--- config.mk ---
export PLATFORM = sky130hd
export DESIGN_NAME = mem_access_unit_flat
export DESIGN_NICKNAME = d
export VERILOG_FILES = /design/src/rtl/mem_access_unit_if.sv /design/src/rtl/mem_access_unit.sv /design/src/flat_wrapper.sv
export SDC_FILE = /design/constraint.sdc
export NUM_CORES = 1
export LEC_CHECK = 0
export BUFFER_PORTS_ARGS = -buffer_cell sky130_fd_sc_hd__buf_2
export CORE_MARGIN = 4
export CORE_UTILIZATION = 55
export DETAILED_ROUTE_END_ITERATION = 16
export PLACE_DENSITY = 0.82
export RECOVER_POWER = 25
export SETUP_SLACK_MARGIN = 0.1
export SLEW_MARGIN = 0
export SYNTH_ARGS = -nofsm -noshare
export SYNTH_HDL_FRONTEND = slang
export SYNTH_SLANG_ARGS = --single-unit
--- constraint.sdc ---
create_clock -name clk -period 5.93 [get_ports clk]
set_input_delay 0.593 -clock clk [delete_from_list [all_inputs] [get_ports clk]]
set_output_delay 0.593 -clock clk [all_outputs]
set_load 0.01 [all_outputs]
--- src/rtl/mem_access_unit_if.sv ---
// ---------------------------------------------------------------------------
// mem_access_unit_if
// Bundles the controller-side request/response signals and the external
// req/ack byte-memory bus of mem_access_unit.
//   Controller side : ifetch_req, mem_read, mem_write, pc_addr, data_addr,
//                     wdata -> ; <- instr_out, rdata_out, busy, done, err
//   Memory side     : ext_req, ext_we, ext_addr, ext_wdata -> ;
//                     <- ext_rdata, ext_ack
// The slave modport is the access unit's view of the bundle; the master
// modport is the view of whoever drives requests and models the memory.
// ---------------------------------------------------------------------------
interface mem_access_unit_if #(
  parameter int ADDR_W = 16
);
  logic              ifetch_req;
  logic              mem_read;
  logic              mem_write;
  logic [ADDR_W-1:0] pc_addr;
  logic [ADDR_W-1:0] data_addr;
  logic [15:0]       wdata;
  logic [15:0]       instr_out;
  logic [15:0]       rdata_out;
  logic              busy;
  logic              done;
  logic              err;
  logic              ext_req;
  logic              ext_we;
  logic [ADDR_W-1:0] ext_addr;
  logic [7:0]        ext_wdata;
  logic [7:0]        ext_rdata;
  logic              ext_ack;

  modport slave (
    input  ifetch_req, mem_read, mem_write, pc_addr, data_addr, wdata,
    input  ext_rdata, ext_ack,
    output instr_out, rdata_out, busy, done, err,
    output ext_req, ext_we, ext_addr, ext_wdata
  );

  modport master (
    output ifetch_req, mem_read, mem_write, pc_addr, data_addr, wdata,
    output ext_rdata, ext_ack,
    input  instr_out, rdata_out, busy, done, err,
    input  ext_req, ext_we, ext_addr, ext_wdata
  );
endinterface

--- src/rtl/mem_access_unit.sv ---
// ---------------------------------------------------------------------------
// mem_access_unit
// Memory-side responder for the multicycle controller. One 16-bit fetch,
// load or store at a time is carried out as two 8-bit beats (low byte at the
// base address, high byte at base+1) on a req/ack external byte memory.
// Completion is a one-cycle done pulse; err accompanies done when a beat
// waited TIMEOUT_CYC cycles without ext_ack.
// Ports:
//   clk  - rising-edge clock
//   rst  - asynchronous, active-high reset
//   bus  - mem_access_unit_if.slave (controller requests/results and the
//          external byte-memory bus)
// All outputs are registered, so they change only on clock edges or reset.
// ---------------------------------------------------------------------------
module mem_access_unit #(
  parameter int ADDR_W      = 16,
  parameter int TIMEOUT_CYC = 255
) (
  input  logic              clk,
  input  logic              rst,
  mem_access_unit_if.slave  bus
);

  typedef enum logic [1:0] {
    S_IDLE = 2'd0,
    S_LO   = 2'd1,
    S_HI   = 2'd2,
    S_FIN  = 2'd3
  } state_t;

  typedef enum logic [1:0] {
    K_FETCH = 2'd0,
    K_LOAD  = 2'd1,
    K_STORE = 2'd2
  } kind_t;

  // A beat gives up in the cycle where the counter holds TIMEOUT_CYC-1 and
  // ack is still absent, i.e. after exactly TIMEOUT_CYC waiting cycles.
  localparam logic [7:0] CNT_LAST = 8'(TIMEOUT_CYC - 1);

  state_t            state_q,     state_d;
  kind_t             kind_q,      kind_d;
  logic [ADDR_W-1:0] base_q,      base_d;
  logic [15:0]       wdata_q,     wdata_d;
  logic [7:0]        lo_q,        lo_d;
  logic [7:0]        cnt_q,       cnt_d;
  logic [15:0]       instr_q,     instr_d;
  logic [15:0]       rdata_q,     rdata_d;
  logic              busy_q,      busy_d;
  logic              done_q,      done_d;
  logic              err_q,       err_d;
  logic              ext_req_q,   ext_req_d;
  logic              ext_we_q,    ext_we_d;
  logic [ADDR_W-1:0] ext_addr_q,  ext_addr_d;
  logic [7:0]        ext_wdata_q, ext_wdata_d;

  always_ff @(posedge clk or posedge rst) begin
    if (rst) begin
      state_q     <= S_IDLE;
      kind_q      <= K_FETCH;
      base_q      <= '0;
      wdata_q     <= '0;
      lo_q        <= '0;
      cnt_q       <= '0;
      instr_q     <= '0;
      rdata_q     <= '0;
      busy_q      <= 1'b0;
      done_q      <= 1'b0;
      err_q       <= 1'b0;
      ext_req_q   <= 1'b0;
      ext_we_q    <= 1'b0;
      ext_addr_q  <= '0;
      ext_wdata_q <= '0;
    end else begin
      state_q     <= state_d;
      kind_q      <= kind_d;
      base_q      <= base_d;
      wdata_q     <= wdata_d;
      lo_q        <= lo_d;
      cnt_q       <= cnt_d;
      instr_q     <= instr_d;
      rdata_q     <= rdata_d;
      busy_q      <= busy_d;
      done_q      <= done_d;
      err_q       <= err_d;
      ext_req_q   <= ext_req_d;
      ext_we_q    <= ext_we_d;
      ext_addr_q  <= ext_addr_d;
      ext_wdata_q <= ext_wdata_d;
    end
  end

  // Next-state logic. Output registers are loaded with the value they must
  // show in the state being entered, so ext_* are stable for a whole beat.
  always_comb begin
    state_d     = state_q;
    kind_d      = kind_q;
    base_d      = base_q;
    wdata_d     = wdata_q;
    lo_d        = lo_q;
    cnt_d       = cnt_q;
    instr_d     = instr_q;
    rdata_d     = rdata_q;
    busy_d      = busy_q;
    done_d      = 1'b0;
    err_d       = 1'b0;
    ext_req_d   = ext_req_q;
    ext_we_d    = ext_we_q;
    ext_addr_d  = ext_addr_q;
    ext_wdata_d = ext_wdata_q;

    case (state_q)
      S_IDLE: begin
        if (bus.mem_write || bus.mem_read || bus.ifetch_req) begin
          // Fixed priority; losing requests are simply dropped.
          if (bus.mem_write) begin
            kind_d = K_STORE;
            base_d = bus.data_addr;
          end else if (bus.mem_read) begin
            kind_d = K_LOAD;
            base_d = bus.data_addr;
          end else begin
            kind_d = K_FETCH;
            base_d = bus.pc_addr;
          end
          wdata_d     = bus.wdata;
          state_d     = S_LO;
          cnt_d       = '0;
          busy_d      = 1'b1;
          ext_req_d   = 1'b1;
          ext_we_d    = bus.mem_write;
          ext_addr_d  = bus.mem_write || bus.mem_read ? bus.data_addr : bus.pc_addr;
          ext_wdata_d = bus.wdata[7:0];
        end
      end

      S_LO: begin
        if (bus.ext_ack) begin
          if (kind_q != K_STORE) begin
            lo_d = bus.ext_rdata;
          end
          // ext_req stays high; address and data switch to the high beat.
          state_d     = S_HI;
          cnt_d       = '0;
          ext_addr_d  = base_q + ADDR_W'(1);
          ext_wdata_d = wdata_q[15:8];
        end else if (cnt_q == CNT_LAST) begin
          state_d   = S_FIN;
          done_d    = 1'b1;
          err_d     = 1'b1;
          ext_req_d = 1'b0;
          ext_we_d  = 1'b0;
        end else begin
          cnt_d = cnt_q + 8'd1;
        end
      end

      S_HI: begin
        if (bus.ext_ack) begin
          if (kind_q == K_FETCH) begin
            instr_d = {bus.ext_rdata, lo_q};
          end else if (kind_q == K_LOAD) begin
            rdata_d = {bus.ext_rdata, lo_q};
          end
          state_d   = S_FIN;
          done_d    = 1'b1;
          ext_req_d = 1'b0;
          ext_we_d  = 1'b0;
        end else if (cnt_q == CNT_LAST) begin
          state_d   = S_FIN;
          done_d    = 1'b1;
          err_d     = 1'b1;
          ext_req_d = 1'b0;
          ext_we_d  = 1'b0;
        end else begin
          cnt_d = cnt_q + 8'd1;
        end
      end

      S_FIN: begin
        // Requests seen here are ignored; IDLE samples them next cycle.
        state_d = S_IDLE;
        busy_d  = 1'b0;
      end

      default: begin
        state_d   = S_IDLE;
        busy_d    = 1'b0;
        ext_req_d = 1'b0;
        ext_we_d  = 1'b0;
      end
    endcase
  end

  assign bus.instr_out = instr_q;
  assign bus.rdata_out = rdata_q;
  assign bus.busy      = busy_q;
  assign bus.done      = done_q;
  assign bus.err       = err_q;
  assign bus.ext_req   = ext_req_q;
  assign bus.ext_we    = ext_we_q;
  assign bus.ext_addr  = ext_addr_q;
  assign bus.ext_wdata = ext_wdata_q;

endmodule

--- src/flat_wrapper.sv ---
// flat-port wrapper written by rule: the top's interface ports become plain ports
module mem_access_unit_flat 
#(
  parameter int ADDR_W      = 16,
  parameter int TIMEOUT_CYC = 255
)
  (clk, rst, bus_ifetch_req, bus_mem_read, bus_mem_write, bus_pc_addr, bus_data_addr, bus_wdata, bus_ext_rdata, bus_ext_ack, bus_instr_out, bus_rdata_out, bus_busy, bus_done, bus_err, bus_ext_req, bus_ext_we, bus_ext_addr, bus_ext_wdata);
  mem_access_unit_if #(.ADDR_W(ADDR_W)) bus_i ();
  input  logic clk;
  input  logic rst;
  input wire logic [$bits(bus_i.ifetch_req)-1:0] bus_ifetch_req;
  input wire logic [$bits(bus_i.mem_read)-1:0] bus_mem_read;
  input wire logic [$bits(bus_i.mem_write)-1:0] bus_mem_write;
  input wire logic [$bits(bus_i.pc_addr)-1:0] bus_pc_addr;
  input wire logic [$bits(bus_i.data_addr)-1:0] bus_data_addr;
  input wire logic [$bits(bus_i.wdata)-1:0] bus_wdata;
  input wire logic [$bits(bus_i.ext_rdata)-1:0] bus_ext_rdata;
  input wire logic [$bits(bus_i.ext_ack)-1:0] bus_ext_ack;
  output wire logic [$bits(bus_i.instr_out)-1:0] bus_instr_out;
  output wire logic [$bits(bus_i.rdata_out)-1:0] bus_rdata_out;
  output wire logic [$bits(bus_i.busy)-1:0] bus_busy;
  output wire logic [$bits(bus_i.done)-1:0] bus_done;
  output wire logic [$bits(bus_i.err)-1:0] bus_err;
  output wire logic [$bits(bus_i.ext_req)-1:0] bus_ext_req;
  output wire logic [$bits(bus_i.ext_we)-1:0] bus_ext_we;
  output wire logic [$bits(bus_i.ext_addr)-1:0] bus_ext_addr;
  output wire logic [$bits(bus_i.ext_wdata)-1:0] bus_ext_wdata;
  assign bus_i.ifetch_req = bus_ifetch_req;
  assign bus_i.mem_read = bus_mem_read;
  assign bus_i.mem_write = bus_mem_write;
  assign bus_i.pc_addr = bus_pc_addr;
  assign bus_i.data_addr = bus_data_addr;
  assign bus_i.wdata = bus_wdata;
  assign bus_i.ext_rdata = bus_ext_rdata;
  assign bus_i.ext_ack = bus_ext_ack;
  assign bus_instr_out = bus_i.instr_out;
  assign bus_rdata_out = bus_i.rdata_out;
  assign bus_busy = bus_i.busy;
  assign bus_done = bus_i.done;
  assign bus_err = bus_i.err;
  assign bus_ext_req = bus_i.ext_req;
  assign bus_ext_we = bus_i.ext_we;
  assign bus_ext_addr = bus_i.ext_addr;
  assign bus_ext_wdata = bus_i.ext_wdata;
  mem_access_unit #(.ADDR_W(ADDR_W), .TIMEOUT_CYC(TIMEOUT_CYC)) u_core (.clk(clk), .rst(rst), .bus(bus_i));
endmodule
### After elaboration in Yosys (flattened, before gate mapping)

Cells that the tools add are included.

| word-level totals | value |
|---|---|
| register bits | 113 |
| input port bits | 62 |
| output and inout bits | 61 |
| logic and storage cells | 81 |

| cells by class | value |
|---|---|
| $add $sub $neg | 2 |
| equality and inequality tests | 10 |
| mux-type cells | 37 |
| bitwise operators | 1 |
| reductions and logical operators | 16 |

Operators by type and width:

| operator | number |
|---|---|
| 16-bit two-way mux | 5 |
| 8-bit two-way mux | 6 |
| 16-bit one-hot mux with 2 select lines | 1 |
| 8-bit one-hot mux with 3 select lines | 1 |
| 16-bit by 1-bit adder with 16-bit output, second input constant | 1 |
| 8-bit one-hot mux with 2 select lines | 1 |
| 3-bit AND reduction | 5 |
| 1-bit two-way mux | 13 |
| 2-bit two-way mux | 5 |
| 8-bit by 1-bit adder with 8-bit output, second input constant | 1 |
| 8-bit equality test, second input constant | 1 |
| 2-bit != test, second input constant | 4 |
| 2-bit one-hot mux with 4 select lines | 1 |
| 1-bit one-hot mux with 3 select lines | 2 |
| 2-bit by 1-bit equality test with 1-bit output, second input constant | 2 |
| 2-bit equality test, second input constant | 2 |
| 2-bit zero test | 2 |
| 1-bit one-hot mux with 2 select lines | 2 |
| 2-bit AND reduction | 2 |
| 4-bit AND reduction | 1 |
| 2-bit nonzero test | 2 |
| 3-bit nonzero test | 1 |
| 1-bit logical OR | 2 |
| 2-bit by 1-bit != test with 1-bit output, second input constant | 1 |
| other kinds (2) | 2 |

### Longest topological paths before layout

| depth | value |
|---|---|
| word-level depth | 4 |
| depth in mapped cells | 10 |

### Worst setup path after synthesis

No wires, ideal clock.

| path | value |
|---|---|
| path kind | reg2reg |
| start point | register u_core.state_q[1] |
| end point | register u_core.ext_addr_q[14] (netlist: u_core.bus.ext_addr[14]) |
| library setup time | 0.126 ns |
| arrival time | 1.870 ns |
| required time | 5.804 ns |
| setup slack | 3.934 ns |
| cell stages (with the launch flop) | 9 |
| path buffers | 3 |
| clock period less this slack | 1.996 ns |
| cell sequence | dfrtp_1 > inv_1 > ha_1 > buf_2 > nor2b_1 > or3_1 > buf_2 > buf_6 > a221o_1 |

| between the ends | value |
|---|---|
| word-level cells in the longest chain between the ends | 3 |

Ends and longest elaborated chain:

| what | RTL line | source |
|---|---|---|
| start, declared | mem_access_unit.sv:41 | `state_t state_q, state_d;` |
| start signal, assigned | mem_access_unit.sv:75 | `state_q <= state_d;` |
| 2-bit by 1-bit equality test with 1-bit output or 2-bit zero test (tied branches) | mem_access_unit.sv:112 | `case (state_q)` |
| 2-bit != test (no source line), or another cell as far along | n/a |  |
| 3-bit AND reduction (no source line) | n/a |  |
| end signal, assigned | mem_access_unit.sv:88 | `ext_addr_q <= ext_addr_d;` |
| end, declared | mem_access_unit.sv:54 | `logic [ADDR_W-1:0] ext_addr_q, ext_addr_d;` |

Several ways; a longest one is shown, not always the timed one.
A chain may end at the register's enable or synchronous reset.

### Worst setup path after layout

| path | value |
|---|---|
| start point | register u_core.state_q[0] |
| end point | register u_core.ext_addr_q[14] (netlist: u_core.bus.ext_addr[14]) |

Same word-level chain as after synthesis.

==> key figures <==
Setup path
  • Worst setup SP type: flip-flop
  • Crit path max fanout: 42
  • WS Path Type: flip-flop to flip-flop
  • CP top delay family: simple AND/OR/NAND/NOR gates
  • CP max stage delay: about 0.43 ns
  • Worst path arrival time: between 2 and 3 ns
  • R2R Path End: u_core.bus.ext_addr[14]$_DFFE_PP0P_
  • RR Startpoint: u_core.state_q[0]$_DFFE_PP0P_
  • R2r setup slk: around 3.6 ns
  • CP bufs+invs: 2
  • Crit-path slowest cell: dfrtp_1
  • Sequence of cells on the critical path: inv_1 > ha_1 > nor4b_4 > or3_1 > buf_4 > nor3_1 > a221o_1
  • Critical Path RT: a little over 6 ns
  • Worst setup EP type: flip-flop
  • R2R cell count: 7

Hold path
  • WHS Endpoint: u_core.wdata_q[8]$_DFFE_PP0P_
  • Hold_sp: bus_wdata[8]
  • Hold path cells: 2
  • Hold/Removal Path Class: primary input to flip-flop

GRT
  • First-pass GRT wire length: approximately 18000 um
  • GRT Util Overall: between 20% and 30%
  • Pin count of the biggest net entering global routing: 62
  • Number of global-route vias before repair: approximately 3700
  • Met2 usage: a little over a third
  • Met1 Track Usage GR: approximately 28%
  • Gr ovfl total: 0
  • GRT Max-Usage Layer: met2
  • Met3 usage: 4.71%
  • Initial antenna violation count: 1

Final layout
  • Design Area, Final: roughly 5700 um2
  • Post-layout nets: ~610
  • Most frequent cells in the layout: dfrtp_1 (105), buf_2 (101), mux2_2 (50)
  • Post-layout util: approximately two thirds
  • Layout cells sized above 1: between 30% and 40%
  • Antenna diode count: 0
  • P&R area growth vs syn: 17.2%
  • Fillers: between 600 and 700
  • Commonest non-fill, non-tap cell in the layout: dfrtp_1

Route
  • Vias: about 3700
  • DR iter-0 viols: between 100 and 150
  • DRC: 0
  • Wirelength per Cell: around 17 um
  • Drt pass-1 iters: 5
  • Drt total wl: 10900 um
  • Via-to-Cell Ratio: between 5 and 6
  • Post-route ant nets: 0

Synth
  • Net Count, Synth: between 400 and 500
  • Avg Cell Area, Syn: about 12 um2
  • Seq/Total Area, Yosys: between 50% and 60%
  • Synth unique cells: 51
  • Synth Flop Type: dfrtp_1
  • Synth Cell Area: 4880 um2
  • Synth Register Bits: between 100 and 150
  • Post-synth EDFFs: 0
  • Yosys warns: 0
  • Cell count after synthesis: about 420
  • Fraction of registers with async set or reset after synthesis: 100%

Timing
  • Slew HR: -26.0%
  • Final setup fails: 0
  • Clock skew: roughly 0.018 ns
  • Min cycle time layout: 2.30 ns
  • Max-slew violations: 46
  • Crit share post-route: between 30% and 40%
  • Final hold violation count: 0
  • TNS Setup: 0 ns
  • Max Fclk: between 0.4 and 0.5 GHz
  • Worst Tran Pin Value: approximately 1.9 ns
  • PnR worst setup slack: about 3.6 ns
  • RSZ-0062 raised after global routing: false

Pwr
  • Leak: approximately 2.7 nW
  • Peak VDD IR: 0.000288 V
  • Pwr Density: approximately 510 nW/um2
  • Tot Pwr: ~3 mW

Floorplan
  • Initial cell density of the core: about 56%
  • Die X: slightly above 100 um
  • Number of I/O pins: 123
  • Die Y: a little over 100 um
  • Die Area: 10400 um2
  • # rows: 34
  • Core Region: around 8700 um2

Placement
  • Post-Place Setup Slack: 3.44 ns
  • Placed inst area: between 5000 and 6000 um2
  • DP HPWL: ~7800 um
  • Routability cong.: 0.844
  • IO Port Bufs: about 120

Outcome
  • Failing checks: capacitance limit, slew limit
  • Outcome: finished with violations

Clocking
  • Setup repair bufs after CTS: 0
  • Clk buf depth: 2
  • Clk_lat worst skew: 0.37 ns
  • CTS tree: done
  • CTS Buf Count: 9
  • # H-tree levels: 3
  • Post-CTS Resized: 0
  • Hold buffers post-CTS: 0
  • Clock sinks: around 110
  • CTS clock-pin slew for the worst setup and hold paths: 0.10 ns
  • Root buffer cell: clkbuf_8

Run
  • Max cap viols: 1
==> per-stage QoR <==
stage	hold WS, ns	std cells
after floorplan	0.464	418
after global placement	0.459	631
after detailed placement	0.470	631
after CTS	0.278	647
after global routing	0.439	647
final	0.455	647
==> how the worst max path moves through the flow <==
stage	start	to	cells after the start
CTS	u_core.state_q[0]$_DFFE_PP0P_	u_core.bus.ext_addr[10]$_DFFE_PP0P_	7
global route	rst	u_core.cnt_q[4]$_DFFE_PP0P_	3
finish	u_core.state_q[0]$_DFFE_PP0P_	u_core.bus.ext_addr[14]$_DFFE_PP0P_	7
floorplan	rst	u_core.base_q[0]$_DFFE_PP0P_	1
detailed placement	bus_mem_write	u_core.bus.ext_addr[9]$_DFFE_PP0P_	5
global placement	bus_mem_write	u_core.bus.ext_addr[0]$_DFFE_PP0P_	5
==> per-layer routing <==
| metal | up-vias | share of wire, % |
|---|---|---|
| met5 | - | 0.12 |
| met4 | 2 | 1.3 |
| met3 | 14 | 6.4 |
| met2 | 117 | 52 |
| met1 | 1808 | 40 |
| li1 | 1746 | - |
==> where the power goes <==
part | internal (mW) | switching (mW) | leakage, nW | total, mW
clock | 0.170 | 0.251 | 0.0948 | 0.420
sequential | 1.04 | 0.223 | 1.31 | 1.26
combinational | 0.575 | 0.678 | 1.32 | 1.25
total | 1.79 | 1.15 | 2.73 | 2.94
==> cells by family (layout without fill, tap and decap cells) <==
family          Yosys count  after routing  share of synthesized area, %
xor+xnor                 10             10                          1.79
compound gates           88             88                          11.9
simple gates             97             97                          10.2
fa+ha+maj                 9              9                          2.31
mux                      76             76                          16.9
buf+inv                  33            154                          3.13
flops                   105            105                          53.8
==> area by class of cell <==
type / count / area, um2 / share of cell area, %
Timing Repair Buffer: 128 / 629 / 11.0
Inverter: 10 / 38.8 / 0.678
Clock buffer: 10 / 138 / 2.40
Tap cell: 108 / 135 / 2.36
Multi-Input combinational cell: 280 / 2100 / 36.8
Sequential cell: 105 / 2630 / 45.9
Clock inverter: 6 / 50.0 / 0.875
==> sequential cells by signal, indices dropped and copies added, names as in the netlist, 8 cells and up <==
register and flops:
u_core.base_q 16, u_core.bus.ext_addr 16, u_core.bus.instr_out 16, u_core.bus.rdata_out 16, u_core.bus.ext_wdata 8, u_core.cnt_q 8, u_core.lo_q 8, u_core.wdata_q 8
==> worst reg2reg max path, cell delays in order, from the launching register on <==
cell and delay (ns):
dfrtp_1 0.43, inv_1 0.15, ha_1 0.34, nor4b_4 0.36, or3_1 0.17, buf_4 0.36, nor3_1 0.12, a221o_1 0.27
==> Yosys cell counts, drive strengths merged (2+ instances only) <==
master  instances  area share (%)
dfrtp         105              54
nor3b           2            0.31
a41oi           2            0.36
clkbuf         11            0.85
nand2          40             3.1
a31o            4            0.72
mux2           51              12
ha              9             2.3
nand3           8            0.82
and2            2            0.26
buf            12             1.5
a21o            4            0.62
nor3           13             1.4
a22o            4            0.72
a221oi          3            0.54
a221o           6             1.2
or3             3            0.38
nand4           4            0.64
xnor2           2            0.36
a31oi           3            0.38
a21oi          14             1.5
inv            10            0.77
mux2i          25             5.1
o21ai          37             3.8
nor4            4            0.51
o31a            2            0.36
a41o            3            0.62
xor2            8             1.4
nor2b           3            0.38
nor2           12            0.97
Power figures use the tool's default switching activity.
